## src/rtl/ship_pkg.sv

```systemverilog
// Shared types for the ship placement overlay: orientation codes, the
// normalised segment record, the checker FSM states and segment helpers.
package ship_pkg;

    localparam logic [1:0] NORTH = 2'd0;
    localparam logic [1:0] EAST  = 2'd1;
    localparam logic [1:0] SOUTH = 2'd2;
    localparam logic [1:0] WEST  = 2'd3;

    // Normalised ship footprint: (x0,y0) is the top-left tile, (x1,y1) bottom-right.
    typedef struct packed {
        logic signed [5:0] x0;
        logic signed [5:0] y0;
        logic signed [5:0] x1;
        logic signed [5:0] y1;
    } seg_t;

    typedef enum logic [2:0] {
        S_IDLE,
        S_PRECHK,
        S_CHECK,
        S_COMMIT,
        S_REJECT
    } state_t;

    function automatic logic seg_overlap(input seg_t a, input seg_t b);
        return ($signed(a.x0) <= $signed(b.x1)) && ($signed(b.x0) <= $signed(a.x1)) &&
               ($signed(a.y0) <= $signed(b.y1)) && ($signed(b.y0) <= $signed(a.y1));
    endfunction

    function automatic logic signed [11:0] sext12(input logic signed [5:0] v);
        return {{6{v[5]}}, v};
    endfunction

    function automatic logic seg_covers(input seg_t s,
                                        input logic signed [11:0] tx,
                                        input logic signed [11:0] ty);
        return (sext12(s.x0) <= tx) && (tx <= sext12(s.x1)) &&
               (sext12(s.y0) <= ty) && (ty <= sext12(s.y1));
    endfunction

endpackage

```

## src/rtl/ship_segment.sv

```systemverilog
// Combinational cursor/orientation/length to normalised segment conversion,
// with an out-of-board flag. Signed arithmetic keeps off-board ends negative.
module ship_segment
    import ship_pkg::*;
#(
    parameter int GRID_W = 10,
    parameter int GRID_H = 10
) (
    input  logic [7:0] cursor,
    input  logic [1:0] orientation,
    input  logic [2:0] length,
    output seg_t       seg,
    output logic       oob
);

    localparam logic signed [5:0] GW = 6'(GRID_W);
    localparam logic signed [5:0] GH = 6'(GRID_H);

    logic signed [5:0] cx, cy, len;

    assign cx  = $signed({2'b00, cursor[7:4]});
    assign cy  = $signed({2'b00, cursor[3:0]});
    assign len = $signed({3'b000, length});

    // NOTE: every combinational output gets a default first, so no latch is inferred.
    always_comb begin
        seg = '{x0: cx, y0: cy, x1: cx, y1: cy};
        case (orientation)
            NORTH: seg.y0 = cy - len;
            EAST:  seg.x1 = cx + len;
            SOUTH: seg.y1 = cy + len;
            WEST:  seg.x0 = cx - len;
        endcase
        oob = seg.x0[5] | seg.y0[5] |
              ($signed(seg.x1) >= GW) | ($signed(seg.y1) >= GH);
    end

endmodule

```

## src/rtl/ship_placement_overlay.sv

```systemverilog
// Ghost/placed ship overlay with a registry of committed ships and a sequential
// placement checker. Define SHIP_PLACEMENT_UNDO_EN to enable undo_req.
module ship_placement_overlay
    import ship_pkg::*;
#(
    parameter int NUM_SHIPS  = 5,
    parameter int GRID_W     = 10,
    parameter int GRID_H     = 10,
    parameter int TILE_SHIFT = 5,
    parameter int IDW        = $clog2(NUM_SHIPS + 1)
) (
    input  logic           clk,
    input  logic           rst,
    input  logic [9:0]     pixel_x,
    input  logic [9:0]     pixel_y,
    input  logic [7:0]     cursor,
    input  logic [1:0]     orientation,
    input  logic [2:0]     length,
    input  logic           place_req,
    input  logic           undo_req,
    input  logic           clear,
    output logic           ghost_ship,
    output logic           ghost_conflict,
    output logic           placed_ship,
    output logic [IDW-1:0] placed_id,
    output logic           ghost_oob,
    output logic           place_ack,
    output logic           place_nack,
    output logic           busy,
    output logic [IDW-1:0] ships_placed,
    output logic           all_placed
);

    localparam logic [IDW-1:0] FULL = IDW'(NUM_SHIPS);

    state_t         state, state_nxt;
    logic [IDW-1:0] count, count_nxt;
    logic [IDW-1:0] idx, idx_nxt;
    logic [7:0]     lat_cursor;
    logic [1:0]     lat_orient;
    logic [2:0]     lat_len;
    logic           latch_en, wr_en;
    seg_t           req_seg, live_seg;
    logic           req_oob, live_oob;
    seg_t           registry [NUM_SHIPS];

    ship_segment #(.GRID_W(GRID_W), .GRID_H(GRID_H)) u_req_seg (
        .cursor      (lat_cursor),
        .orientation (lat_orient),
        .length      (lat_len),
        .seg         (req_seg),
        .oob         (req_oob)
    );

    ship_segment #(.GRID_W(GRID_W), .GRID_H(GRID_H)) u_live_seg (
        .cursor      (cursor),
        .orientation (orientation),
        .length      (length),
        .seg         (live_seg),
        .oob         (live_oob)
    );

`ifndef SHIP_PLACEMENT_UNDO_EN
    logic unused_undo;
    assign unused_undo = undo_req;
`endif

    always_comb begin
        state_nxt  = state;
        count_nxt  = count;
        idx_nxt    = idx;
        latch_en   = 1'b0;
        wr_en      = 1'b0;
        place_ack  = 1'b0;
        place_nack = 1'b0;
        case (state)
            S_IDLE: begin
                if (place_req) begin
                    latch_en  = 1'b1;
                    state_nxt = S_PRECHK;
                end
`ifdef SHIP_PLACEMENT_UNDO_EN
                else if (undo_req && count != '0) begin
                    count_nxt = count - 1'b1;
                end
`endif
            end
            S_PRECHK: begin
                if (count == FULL || req_oob) begin
                    state_nxt = S_REJECT;
                end else if (count == '0) begin
                    state_nxt = S_COMMIT;
                end else begin
                    idx_nxt   = '0;
                    state_nxt = S_CHECK;
                end
            end
            S_CHECK: begin
                if (seg_overlap(req_seg, registry[idx])) begin
                    state_nxt = S_REJECT;
                end else if (idx == count - 1'b1) begin
                    state_nxt = S_COMMIT;
                end else begin
                    idx_nxt = idx + 1'b1;
                end
            end
            S_COMMIT: begin
                wr_en     = 1'b1;
                count_nxt = count + 1'b1;
                place_ack = 1'b1;
                state_nxt = S_IDLE;
            end
            S_REJECT: begin
                place_nack = 1'b1;
                state_nxt  = S_IDLE;
            end
            default: state_nxt = S_IDLE;
        endcase
        // A wipe aborts any request in flight without reporting it.
        if (clear) begin
            state_nxt  = S_IDLE;
            count_nxt  = '0;
            latch_en   = 1'b0;
            wr_en      = 1'b0;
            place_ack  = 1'b0;
            place_nack = 1'b0;
        end
    end

    // NOTE: sequential state uses non-blocking assignments so all registers update together.
    always_ff @(posedge clk or negedge rst) begin
        if (!rst) begin
            state      <= S_IDLE;
            count      <= '0;
            idx        <= '0;
            lat_cursor <= '0;
            lat_orient <= '0;
            lat_len    <= '0;
        end else begin
            state <= state_nxt;
            count <= count_nxt;
            idx   <= idx_nxt;
            if (latch_en) begin
                lat_cursor <= cursor;
                lat_orient <= orientation;
                lat_len    <= length;
            end
        end
    end

    // NOTE: the registry is not reset; entries at or above count are never looked at.
    always_ff @(posedge clk) begin
        if (wr_en) registry[count] <= req_seg;
    end

    assign busy         = (state != S_IDLE);
    assign ships_placed = count;
    assign all_placed   = (count == FULL);

    logic [9:0] tile_x_q, tile_y_q;
    seg_t       ghost_q;

    always_ff @(posedge clk or negedge rst) begin
        if (!rst) begin
            tile_x_q  <= '0;
            tile_y_q  <= '0;
            ghost_q   <= '0;
            ghost_oob <= 1'b0;
        end else begin
            tile_x_q  <= pixel_x >> TILE_SHIFT;
            tile_y_q  <= pixel_y >> TILE_SHIFT;
            ghost_q   <= live_seg;
            ghost_oob <= live_oob;
        end
    end

    logic signed [11:0]   tx, ty;
    logic                 ghost_hit;
    logic [NUM_SHIPS-1:0] ship_hit;
    logic [IDW-1:0]       hit_id;

    assign tx = $signed({2'b00, tile_x_q});
    assign ty = $signed({2'b00, tile_y_q});

    // Walk downwards so the lowest-indexed hit wins the id.
    always_comb begin
        ghost_hit = seg_covers(ghost_q, tx, ty);
        ship_hit  = '0;
        hit_id    = '0;
        for (int i = NUM_SHIPS - 1; i >= 0; i--) begin
            if ((IDW'(i) < count) && seg_covers(registry[i], tx, ty)) begin
                ship_hit[i] = 1'b1;
                hit_id      = IDW'(i + 1);
            end
        end
    end

    always_ff @(posedge clk or negedge rst) begin
        if (!rst) begin
            ghost_ship     <= 1'b0;
            ghost_conflict <= 1'b0;
            placed_ship    <= 1'b0;
            placed_id      <= '0;
        end else begin
            ghost_ship     <= ghost_hit;
            ghost_conflict <= ghost_hit & (|ship_hit);
            placed_ship    <= |ship_hit;
            placed_id      <= hit_id;
        end
    end

endmodule
```

## config.mk

```make
export PLATFORM = sky130hd
export DESIGN_NAME = ship_placement_overlay
export DESIGN_NICKNAME = d
export VERILOG_FILES = /design/src/rtl/ship_pkg.sv /design/src/rtl/ship_segment.sv /design/src/rtl/ship_placement_overlay.sv
export SDC_FILE = /design/constraint.sdc
export NUM_CORES = 1
export LEC_CHECK = 0
export ABC_CLOCK_PERIOD_IN_PS = 4300
export BUFFER_PORTS_ARGS = -buffer_cell sky130_fd_sc_hd__clkbuf_2
export CORE_ASPECT_RATIO = 0.8
export CORE_UTILIZATION = 33
export CTS_CLUSTER_DIAMETER = 80
export DETAILED_ROUTE_END_ITERATION = 16
export GPL_TIMING_DRIVEN = 1
export PLACE_DENSITY = 0.58
export SLEW_MARGIN = 0
export SYNTH_ARGS = -nofsm -noshare
export SYNTH_HDL_FRONTEND = slang
export SYNTH_HIERARCHICAL = 1
export SYNTH_SLANG_ARGS = --single-unit
```

## constraint.sdc

```tcl
create_clock -name clk -period 4.3 [get_ports clk]
set_clock_uncertainty 0.1 [all_clocks]
set_input_delay 0.215 -clock clk [delete_from_list [all_inputs] [get_ports clk]]
set_output_delay 0.215 -clock clk [all_outputs]
set_load 0.005 [all_outputs]
```

==> metrics <==
reg2reg setup slack 0.25 ns; WHS Path Cells 4; yosys warns 6; number of synthesized flops with an enable pin 192; DRC 0; drt pass-1 iters 6; largest net degree at the start of global routing 64; Iter 0 DRT Violations 859; first-pass GRT wire length 58.93 mm; io pins 52; Post-Syn Instances 1,125; Die X 236.4 µm; GRT Overall Usage 0.1741; GPL Wtd Cong 0.8509; count of input and output buffers 40; number of vias per cell 5.165; Routed WL 37.99 mm; Startpoint Class register; Chip Height 189.5 µm; vias in the first global route 9,594; die area 44,810 µm²; CP max-delay cell xnor2_1; WP data arrival 4.38 ns; min-delay src place_req; CP Data Required Time 4.63 ns; initial antenna violation count 0; fillers 4,094; H-tree depth 1; Routed wire per std cell 21.00 µm; Avg Synthesized Cell Area 12.89 µm²; PwrDens 536.9 nW/µm²; CTS tree done; Slew HR 0.3972; CP top delay family simple AND/OR/NAND/NOR gates; Post-synth ARST share 0.2471; worst hold slack 0.08781 ns; share of cells above drive strength 1 0.1857; final slew viol count 0; Clock Pin Slew Worst Setup and Hold Paths 0.06 ns; worst r2r src lat_len[1]$_DFFE_PN0P_; worst-path cell chain inv_1 -> ha_1 -> nor2b_1 -> o21ai_0 -> nand2_1 -> xnor2_1 -> ha_1 -> nand2_1 -> o21bai_1 -> a31oi_1 -> or4_1 -> and3_4 -> mux2_2; RSZ-0062 raised after global routing false; Synth cell types 75; number of setup violations in the final report 0; Final nets 1,448; status finished clean; area of the core 43,220 µm²; routed via count 9,343; CP endpoint kind register; root buffer cell clkbuf_16; CP startpoint lat_len[1]$_DFFE_PN0P_; buffers plus inverters on the worst setup path 1; final-report hold violation count 0; fin crit share 0.9427; critical path peak fanout 9; FF-to-FF path depth 13; Seq cells post-synth 255; clk buf depth 3; Synth Flop Type edfxtp_1; Mapped Area 14,510 µm²; Sink Count 255; Peak VDD IR 0.0002809 V; Antenna Cells 0; CTS Buf Count 27; Reg-to-Reg End idx[0]$_DFFE_PN0P_; placed instance area 15,660 µm²; Worst path max stage delay 0.70 ns; initial core utilization 0.3356; most common cell after layout, fill and taps aside edfxtp_1; clock period minus final worst setup slack 4.053 ns; Worst-Margin Slew 0.9033 ns; fmax 246.7 MHz; worst min-delay path class input pin to register; Pleak 6.869 nW; critical path class register to register; most frequent cells in the layout edfxtp_1 (192), ha_1 (173), inv_1 (124); Final ANT Viol Nets 0; DP HPWL 28.17 mm; maxcap violations 0; P&R area growth vs syn 15.85%; worst-skew pair later-pin latency 0.54 ns; Seq/Total Area, Yosys 0.5061; floorplan row count 68; Final Cell Area 16,810 µm²; Hold Path End state[0]$_DFFE_PN0P_; GRT overflow 0
final cells by class:
class                      count  area [µm²]  area share
clock buffer                  34       744.5     0.04430
clock inverter                15       115.1    0.006849
inverter                     124       465.4     0.02770
multi-input combinational    710        6543      0.3893
sequential                   255        7347      0.4372
tap                          560       700.7     0.04169
timing repair buffer         111       890.9     0.05301
Yosys cell counts (10+ instances only):
master,instances,share of area
buf_4,10,0.0052
nand2_1,59,0.015
edfxtp_1,192,0.40
o21ai_0,55,0.019
nor2_1,48,0.012
inv_1,124,0.032
ha_1,173,0.15
clkbuf_1,14,0.0036
mux4_2,48,0.075
a31oi_1,11,0.0047
nor3_1,12,0.0041
a21o_1,10,0.0052
mux2_2,27,0.021
nand3_1,17,0.0059
xnor2_1,16,0.0097
nand2b_1,11,0.0047
o21a_1,14,0.0072
a21oi_1,36,0.012
mux2i_1,16,0.011
dfrtp_1,63,0.11
and3_1,13,0.0056
nor2b_1,27,0.012
timing repair:
| item | in CTS | in global routing |
|---|---|---|
| endpoints found under the setup margin | 0 | 6 |
| setup buffers | 0 | 1 |
| endpoints found under the hold margin | 113 | 0 |
| hold buffers | 27 | 0 |
| gates resized for setup | 0 | 2 |
worst max-delay path by stage:
stage / cells after the start / slack [ns] / end
2_1_floorplan: 14 / 0.60 / idx[0]$_DFFE_PN0P_
3_3_place_gp: 12 / 0.1 / idx[0]$_DFFE_PN0P_
3_5_place_dp: 12 / -0.002 / idx[0]$_DFFE_PN0P_
4_1_cts: 12 / 0.0001 / idx[0]$_DFFE_PN0P_
5_1_grt: 13 / 0.02 / idx[0]$_DFFE_PN0P_
6_report: 13 / 0.25 / idx[0]$_DFFE_PN0P_
flip-flops by register name, indices dropped and copies added, names as in the netlist, 3 cells and up:
name          cells
lat_len           3
state             3
placed_id         3
ships_placed      3
registry        192
tile_y_q          5
tile_x_q          5
idx               3
lat_cursor        8
ghost_q          24
where the power goes:
| group | leakage (nW) | internal [mW] | switching (mW) | total [mW] |
|---|---|---|---|---|
| registers | 2.52 | 3.18 | 0.188 | 3.36 |
| logic | 3.93 | 1.45 | 1.94 | 3.39 |
| clock network | 0.419 | 1.29 | 0.977 | 2.27 |
tightest hold or removal path, cell delays in order:
cell       delay [ns]
clkbuf_2         0.12
nor3_1           0.14
a2111oi_0        0.09
a21boi_0         0.12
cell families (layout without fill, tap and decap cells):
family,after synthesis,after routing,share of synthesized area
compound gates,188,188,0.08849
other cells,2,4,0.0005177
mux,91,91,0.1065
flops,255,255,0.5061
fa+ha+maj,181,181,0.1603
simple gates,223,223,0.07780
buf+inv,162,284,0.04640
xor+xnor,23,23,0.01389
through the flow:
step	worst slack, ns	setup TNS [ns]	instances	utilization	total power, mW
after CTS	0.0001075	0	1808	0.3883	9.031
after global routing	0.01525	0	1809	0.3888	9.554
after global placement	0.09905	0	1732	0.3622	6.647
after floorplan	0.6003	0	1127	-	5.492
after detailed placement	-0.001765	-0.001765	1732	0.3622	6.722
final	0.2466	0	1809	0.3888	9.023
per-layer routing:
layer  vias up  global-route usage  wire length [µm]  share of wire
met3        43             0.04280              2780          0.073
met5         -                   0                 0              0
met4         0             0.03297               722          0.019
li1       4370                   -                 -              -
met1      4640              0.2570             18510           0.49
met2       290              0.2587             15980           0.42
(Power assumes the default switching activity.)
